File: src/rtl/vx_dispatch_arb_if.sv
// Dispatch lanes -> execute unit handshake bundle.
// Master drives lane requests and the sink ready; slave is the arbiter.
interface vx_dispatch_arb_if #(
  parameter int NUM_LANES = 4,
  parameter int DATAW     = 64
);
  localparam int LANEW = (NUM_LANES > 1) ? $clog2(NUM_LANES) : 1;

  logic [NUM_LANES-1:0]       in_valid;
  logic [NUM_LANES*DATAW-1:0] in_data;
  logic [NUM_LANES-1:0]       in_ready;
  logic                       out_valid;
  logic [DATAW-1:0]           out_data;
  logic [LANEW-1:0]           out_lane;
  logic                       out_ready;

  modport master (
    output in_valid, in_data, out_ready,
    input  in_ready, out_valid, out_data, out_lane
  );

  modport slave (
    input  in_valid, in_data, out_ready,
    output in_ready, out_valid, out_data, out_lane
  );
endinterface

File: src/rtl/vx_dispatch_arb.sv
// Round-robin arbiter of N dispatch lanes into one execute unit,
// buffered by a 2-entry FIFO of {lane, payload}.
module vx_dispatch_arb #(
  parameter int NUM_LANES = 4,
  parameter int DATAW     = 64,
  parameter int PERF_BITS = 32
) (
  input  logic                 clk,
  input  logic                 reset,
  vx_dispatch_arb_if.slave     bus,
  output logic [PERF_BITS-1:0] perf_stalls
);
  localparam int LANEW = (NUM_LANES > 1) ? $clog2(NUM_LANES) : 1;

  logic [LANEW-1:0]     rr_ptr;
  logic [LANEW-1:0]     grant_lane;
  logic [NUM_LANES-1:0] grant;
  logic                 found;
  int unsigned          scan;

  logic [LANEW-1:0] mem_lane [2];
  logic [DATAW-1:0] mem_data [2];
  logic             head;
  logic             tail;
  logic [1:0]       count;

  logic can_accept;
  logic push;
  logic pop;

  // can_accept depends on registered count only, so out_ready
  // never reaches in_ready combinationally.
  assign can_accept = (count != 2'd2);

  always_comb begin
    found      = 1'b0;
    grant_lane = '0;
    scan       = 0;
    for (int k = 0; k < NUM_LANES; k++) begin
      scan = (int'(rr_ptr) + k) % NUM_LANES;
      if (!found && bus.in_valid[LANEW'(scan)]) begin
        found      = 1'b1;
        grant_lane = LANEW'(scan);
      end
    end
  end

  always_comb begin
    grant = '0;
    if (can_accept && found && !reset)
      grant = NUM_LANES'(1) << grant_lane;
  end

  assign bus.in_ready  = grant;
  assign push          = |grant;
  assign bus.out_valid = (count != 2'd0);
  assign pop           = bus.out_valid & bus.out_ready;
  assign bus.out_data  = bus.out_valid ? mem_data[head] : '0;
  assign bus.out_lane  = bus.out_valid ? mem_lane[head] : '0;

  always_ff @(posedge clk or posedge reset) begin
    if (reset) begin
      rr_ptr      <= '0;
      head        <= 1'b0;
      tail        <= 1'b0;
      count       <= 2'd0;
      perf_stalls <= '0;
      mem_lane[0] <= '0;
      mem_lane[1] <= '0;
      mem_data[0] <= '0;
      mem_data[1] <= '0;
    end else begin
      if (push) begin
        mem_lane[tail] <= grant_lane;
        mem_data[tail] <= bus.in_data[int'(grant_lane)*DATAW +: DATAW];
        tail           <= ~tail;
        if (int'(grant_lane) == NUM_LANES - 1)
          rr_ptr <= '0;
        else
          rr_ptr <= grant_lane + LANEW'(1);
      end
      if (pop)
        head <= ~head;
      if (push && !pop)
        count <= count + 2'd1;
      else if (pop && !push)
        count <= count - 2'd1;
      if (|bus.in_valid && !push)
        perf_stalls <= perf_stalls + PERF_BITS'(1);
    end
  end
endmodule

File: src/flat_wrapper.sv
// flat-port wrapper written by rule: the top's interface ports become plain ports
module vx_dispatch_arb_flat 
#(
  parameter int NUM_LANES = 4,
  parameter int DATAW     = 64,
  parameter int PERF_BITS = 32
)
  (clk, reset, perf_stalls, bus_in_valid, bus_in_data, bus_out_ready, bus_in_ready, bus_out_valid, bus_out_data, bus_out_lane);
  vx_dispatch_arb_if #(.NUM_LANES(NUM_LANES), .DATAW(DATAW)) bus_i ();
  input  logic clk;
  input  logic reset;
  output logic [PERF_BITS-1:0] perf_stalls;
  input wire logic [$bits(bus_i.in_valid)-1:0] bus_in_valid;
  input wire logic [$bits(bus_i.in_data)-1:0] bus_in_data;
  input wire logic [$bits(bus_i.out_ready)-1:0] bus_out_ready;
  output wire logic [$bits(bus_i.in_ready)-1:0] bus_in_ready;
  output wire logic [$bits(bus_i.out_valid)-1:0] bus_out_valid;
  output wire logic [$bits(bus_i.out_data)-1:0] bus_out_data;
  output wire logic [$bits(bus_i.out_lane)-1:0] bus_out_lane;
  assign bus_i.in_valid = bus_in_valid;
  assign bus_i.in_data = bus_in_data;
  assign bus_i.out_ready = bus_out_ready;
  assign bus_in_ready = bus_i.in_ready;
  assign bus_out_valid = bus_i.out_valid;
  assign bus_out_data = bus_i.out_data;
  assign bus_out_lane = bus_i.out_lane;
  vx_dispatch_arb #(.NUM_LANES(NUM_LANES), .DATAW(DATAW), .PERF_BITS(PERF_BITS)) u_core (.clk(clk), .reset(reset), .bus(bus_i), .perf_stalls(perf_stalls));
endmodule
File: config.mk
export PLATFORM = sky130hd
export DESIGN_NAME = vx_dispatch_arb_flat
export DESIGN_NICKNAME = d
export VERILOG_FILES = /design/src/rtl/vx_dispatch_arb_if.sv /design/src/rtl/vx_dispatch_arb.sv /design/src/flat_wrapper.sv
export SDC_FILE = /design/constraint.sdc
export NUM_CORES = 1
export LEC_CHECK = 0
export BUFFER_PORTS_ARGS = -buffer_cell sky130_fd_sc_hd__buf_2
export CAP_MARGIN = 5
export CORE_UTILIZATION = 45
export DETAILED_ROUTE_END_ITERATION = 6
export GPL_ROUTABILITY_DRIVEN = 0
export PLACE_DENSITY = 0.74
export SYNTH_ARGS = -nofsm -noshare
export SYNTH_HDL_FRONTEND = slang
export SYNTH_SLANG_ARGS = --single-unit
File: constraint.sdc
create_clock -name clk -period 10.52 [get_ports clk]
set_clock_uncertainty 0.2 [all_clocks]
set_input_delay 2.104 -clock clk [delete_from_list [all_inputs] [get_ports clk]]
set_output_delay 2.104 -clock clk [all_outputs]
set_load 0.005 [all_outputs]
Word-level counts from Yosys, hierarchy flattened
Cells that the tools add are included.
Storage, ports and cells
  input port bits: 263
  word-level logic and storage cells: 85
  output and inout bits: 103
  register bits after elaboration: 170
Cells by class
  equal/unequal tests: 2
  bitwise gates (word level): 5
  shifts and indexed selects: 2
  magnitude comparators: 7
  mux-type cells: 34
  $add $sub $neg: 7
  reduce and logical (&&, ||, !) cells: 19
Operator list (number)
  two-way mux 64 bit: 5
  variable part select 256 x 9 -> 64 bit: 1
  bitwise mux 128 bit: 1
  demux 64 bit (select 1 bit): 1
  adder 32 x 1 -> 32 bit (second input constant): 1
  two-way mux 2 bit: 12
  < comparator 2 x 3 -> 1 bit (second input constant): 4
  logical AND 1 bit: 9
  binary-select mux 1 bit (select 2 bit): 4
  two-way mux 1 bit: 8
  OR reduction 4 bit: 2
  adder 2 x 1 -> 2 bit (second input constant): 3
  logical NOT 1 bit: 6
  adder 2 bit (second input constant): 2
  bitwise mux 4 bit: 1
  greater-or-equal comparator 2 bit (second input constant): 2
  two-way mux 4 bit: 1
  inverter 1 -> 2 bit: 2
  nonzero test 2 bit: 2
  left shift 1 x 2 -> 4 bit (first input constant): 1
  demux 2 bit (select 1 bit): 1
  equality test 2 x 1 -> 1 bit (second input constant): 1
  < comparator 2 x 1 -> 1 bit (second input constant): 1
  inequality test 2 bit (second input constant): 1
  other kinds (3): 4

Longest topological paths before layout
  depth in word-level cells: 20
  gate-level depth with buffers: 16
  depth with buffers taken out: 13

Least setup slack after synthesis
Ideal clock, no wire load.
  kind: input to output
  start: input bus_in_valid[1]
  end: output bus_in_ready[3]
  required time: 8.216 ns
  slack: 4.842 ns
  path buffers: 3
  arrival: 3.374 ns
  stages on the path: 8
  path through: buf_2 -> o32a_1 -> nand2_2 -> buf_6 -> buf_4 -> inv_1 -> ha_1 -> and2_1
On the way
  word-level cells in the longest chain between the ends: 15
  elaborated cells on any way between the ends: 26
  classes of those cells: 1 x shift; 17 x mux; 8 x reduce/logical
Ends and longest elaborated chain
  from (decl): line flat_wrapper.sv:13  | input wire logic [$bits(bus_i.in_valid)-1:0] bus_in_valid;
  binary-select mux 1 bit (select 2 bit): line vx_dispatch_arb.sv:41  | if (!found && bus.in_valid[LANEW'(scan)]) begin
  two-way mux 1 bit (not written as such): line vx_dispatch_arb.sv:41
  two-way mux 1 bit: line vx_dispatch_arb.sv:41
  logical NOT 1 bit: line vx_dispatch_arb.sv:41
  logical AND 1 bit: line vx_dispatch_arb.sv:41
  two-way mux 1 bit: line vx_dispatch_arb.sv:41
  logical NOT 1 bit: line vx_dispatch_arb.sv:41
  logical AND 1 bit: line vx_dispatch_arb.sv:41
  two-way mux 1 bit: line vx_dispatch_arb.sv:41
  logical NOT 1 bit: line vx_dispatch_arb.sv:41
  logical AND 1 bit: line vx_dispatch_arb.sv:41
  two-way mux 1 bit: line vx_dispatch_arb.sv:41
  logical AND 1 bit (2 in series): line vx_dispatch_arb.sv:50  | if (can_accept && found && !reset)
  two-way mux 4 bit *: line vx_dispatch_arb.sv:50
  to (decl): line flat_wrapper.sv:16  | output wire logic [$bits(bus_i.in_ready)-1:0] bus_in_ready;
Every way passes the cells marked *; elsewhere a longest branch is shown, timed or not. The select of a mux whose other input is x is not followed.

Final worst setup path
  start: input bus_in_valid[2]
  end: output bus_in_ready[1]
The elaborated chain is that of the path after synthesis.

==> impl_metrics.py <==
metrics = {
    "global_routing": {
        "grt_max_degree": 89,
        "track_usage": 0.259,
        "antenna_found_initial": 1,
        "overflow": 0,
        "grt_pass1_vias": 8352,
        "grt_pass1_wl_um": 45000,
    },
    "routing": {
        "drc_errors": 0,
        "drt-pass1-iter-count": 5,
        "wl_per_cell_um": 19.3,
        "finalWirelength_um": 29600,
        "drtAntennaViolNets": 0,
        "vias": 8756,
        "drt-initial-drc-count": 513,
        "vias_per_cell": 5.72,
    },
    "min_path": {
        "hp-class": "register to register",
    },
    "timing": {
        "tns_ns": 0,
        "hold_viol": 0,
        "drv_slew": 0,
        "worst_slack_ns": 3.81,
        "rsz0062_at_grt": "false",
        "relSlewSlack": 0.209,
        "post-route-period-util": 0.638,
        "fmax_mhz": 149,
        "fin_crit_ns": 6.71,
        "worst_slew_pin_slew_ns": 1.19,
        "finalSetupViolCount": 0,
        "worst_hold_slack_ns": 0.271,
    },
    "floorplanning": {
        "fp-row-count": 53,
        "start_util": 0.465,
        "die_y_um": 150,
        "die_area_um2": 22600,
        "io_pins": 366,
        "core-area_um2": 21300,
        "die_w_um": 150,
    },
    "clocking": {
        "ctsHoldBuffers": 0,
        "cts_root_buffer": "clkbuf_16",
        "numCtsBuffers": 17,
        "cts_tree": "done",
        "postCtsResizedCells": 0,
        "post_cts.repair.setup_buffers": 0,
        "clockBufferDepth": 2,
        "clk_latency_ns": 0.42,
        "clk_pin_slew_worst_paths_ns": 0.06,
        "cts.sinks": 170,
        "htreeDepth": 4,
    },
    "layout": {
        "drive_gt1_frac": 0.380,
        "finalNetCount": 1510,
        "area_delta_synth_final_pct": 25.2,
        "antenna_cells": 0,
        "utilization": 0.583,
        "fin_cells": 1532,
        "fillers": 1882,
    },
    "placed_design": {
        "hpwl_um": 20400,
        "post-place-cells": 1500,
        "port-buffer-count": 365,
        "place_ws_ns": 3.44,
    },
    "synthesis": {
        "ys.flop_type": "dfrtp_1",
        "syn-cell-area_um2": 9910,
        "synth_enable_flop_cells": 0,
        "synth_nets": 1193,
        "netlist_instances": 927,
        "yosys_warnings": 0,
        "avgSynthCellArea_um2": 10.7,
        "ys_seq_elements": 170,
        "synthArstFlopShare": 1.00,
        "seq_area_frac_synth": 0.429,
        "ys_types": 46,
    },
    "critical_path": {
        "rrSetupSlack_ns": 5.32,
        "crit_required_ns": 8.22,
        "crit_path_max_fanout": 82,
        "cp.arrival_ns": 4.41,
        "r2r_cells": 11,
        "start_kind": "input port",
        "startpoint": "bus_in_valid[2]",
        "reg2reg_from": "u_core.rr_ptr[1]$_DFFE_PP0P_",
        "cp-endpoint": "bus_in_ready[1]",
        "path_class": "input port to output pin",
        "reg2reg_to": "u_core.mem_data[24]$_DFFE_PP0P_",
        "end_kind": "output pin",
    },
    "pwr": {
        "p_per_area_nw_per_um2": 278,
        "max-vdd-ir-drop_v": 0.000124,
        "leakage_nw": 6.59,
    },
    "outcome": {
        "status": "complete, no violations",
    },
    "job": {
        "max-cap-violations": 0,
    },
}
per-stage QoR:
stage          cell area, um^2  power [mW]
3_5_place_dp             11800        2.80
2_1_floorplan             9910        2.26
3_3_place_gp             11800        2.75
6_report                 12400        3.45
4_1_cts                  12400        3.47
5_1_grt                  12400        3.68
per-layer routing:
metal	part of all wire	routed length [um]	track usage
met1	0.42	12400	0.343
met2	0.51	15100	0.439
met3	0.058	1710	0.0382
met4	0.014	408	0.0712
met5	0.00037	11	0
placed cells by master (no fill, tap or decap), drive strengths merged, types with 2 or more instances in the layout:
cell and count:
buf 375, mux2i 195, dfrtp 170, nand2 148, o221ai 128, nor2 77
xor2 30, clkbuf 21, inv 15, nor3 11, nand4 10, nor4 7
nor4b 7, nand3 6, xnor2 5, nor3b 5, o21ai 5, and3 4
a21oi 4, nand2b 4, ha 3, bufinv 3, or2 3, clkinv 3
a21o 2, o211ai 2, o21a 2, mux2 2, and4 2
cells by family after synthesis:
logic type | count (synthesis) | synth area share
fa+ha+maj | 3 | 0.00379
buf+inv | 88 | 0.0487
compound gates | 147 | 0.159
mux | 197 | 0.199
xor+xnor | 35 | 0.0309
simple gates | 287 | 0.129
flops | 170 | 0.429
worst min path at each step:
stage | from | endpoint | slack (ns) | depth (start not counted)
after floorplan | u_core.mem_lane[3]$_DFFE_PP0P_ | u_core.mem_lane[3]$_DFFE_PP0P_ | 0.25 | 2
after global placement | u_core.perf_stalls[31]$_DFFE_PP0P_ | u_core.perf_stalls[31]$_DFFE_PP0P_ | 0.26 | 1
after detailed placement | u_core.perf_stalls[31]$_DFFE_PP0P_ | u_core.perf_stalls[31]$_DFFE_PP0P_ | 0.25 | 1
after CTS | u_core.perf_stalls[31]$_DFFE_PP0P_ | u_core.perf_stalls[31]$_DFFE_PP0P_ | 0.27 | 1
after global routing | u_core.perf_stalls[31]$_DFFE_PP0P_ | u_core.perf_stalls[31]$_DFFE_PP0P_ | 0.30 | 1
final | u_core.perf_stalls[31]$_DFFE_PP0P_ | u_core.perf_stalls[31]$_DFFE_PP0P_ | 0.27 | 1
final cells by class:
class	count	area, um^2	share of cell area
well taps	275	344	0.0277
repair buffers	375	1900	0.153
clock buffers	21	470	0.0379
inverters	11	46.3	0.00373
multi-input cells	669	5220	0.421
clock inverters	11	158	0.0127
flip-flops and latches	170	4260	0.343
cell usage after synthesis, types with 2 or more instances:
master    instances  area (um^2)
or2_2             2         12.5
xnor2_1           5         43.8
o221ai_1         79          692
nor4_1            6         37.5
o211ai_2          2         25.0
inv_1             9         33.8
ha_1              3         37.5
o221ai_2         49          736
and4_1            2         17.5
o21a_1            2         15.0
clkbuf_1         22         82.6
inv_2             2         7.51
nor4b_2           3         45.0
mux2_2            2         22.5
and3_1            4         25.0
nand2_1         147          552
dfrtp_1         170         4250
nor2_1           77          289
o21ai_0           4         20.0
xor2_1           30          263
nor3b_1           5         37.5
a21oi_1           3         15.0
buf_1             5         18.8
nor4b_1           4         35.0
nand3_1           6         30.0
buf_6            12          135
mux2i_1         195         1950
nor3_1           11         55.1
nand4_1           9         56.3
buf_2            32          160
a21o_1            2         15.0
nand2b_1          4         25.0
buf_4             6         45.0
sequential cells by signal, summed over array words and instances (netlist names):
name and count:
u_core.mem_lane 4, u_core.rr_ptr 2, u_core.head 1, u_core.count 2, u_core.perf_stalls 32, u_core.mem_data 128, u_core.tail 1
worst max-delay path, stage by stage:
cell	delay (ns)
buf_2	0.14
inv_2	0.06
o32a_1	0.42
nand2_8	0.58
buf_4	0.77
nor3_1	0.10
buf_2	0.17
where the power goes:
part | switching, mW | total, mW | internal, mW
logic | 0.928 | 1.65 | 0.719
registers | 0.209 | 1.14 | 0.927
clock network | 0.271 | 0.669 | 0.398
total | 1.41 | 3.45 | 2.04
No activity file was read; power rests on OpenSTA's default activity.
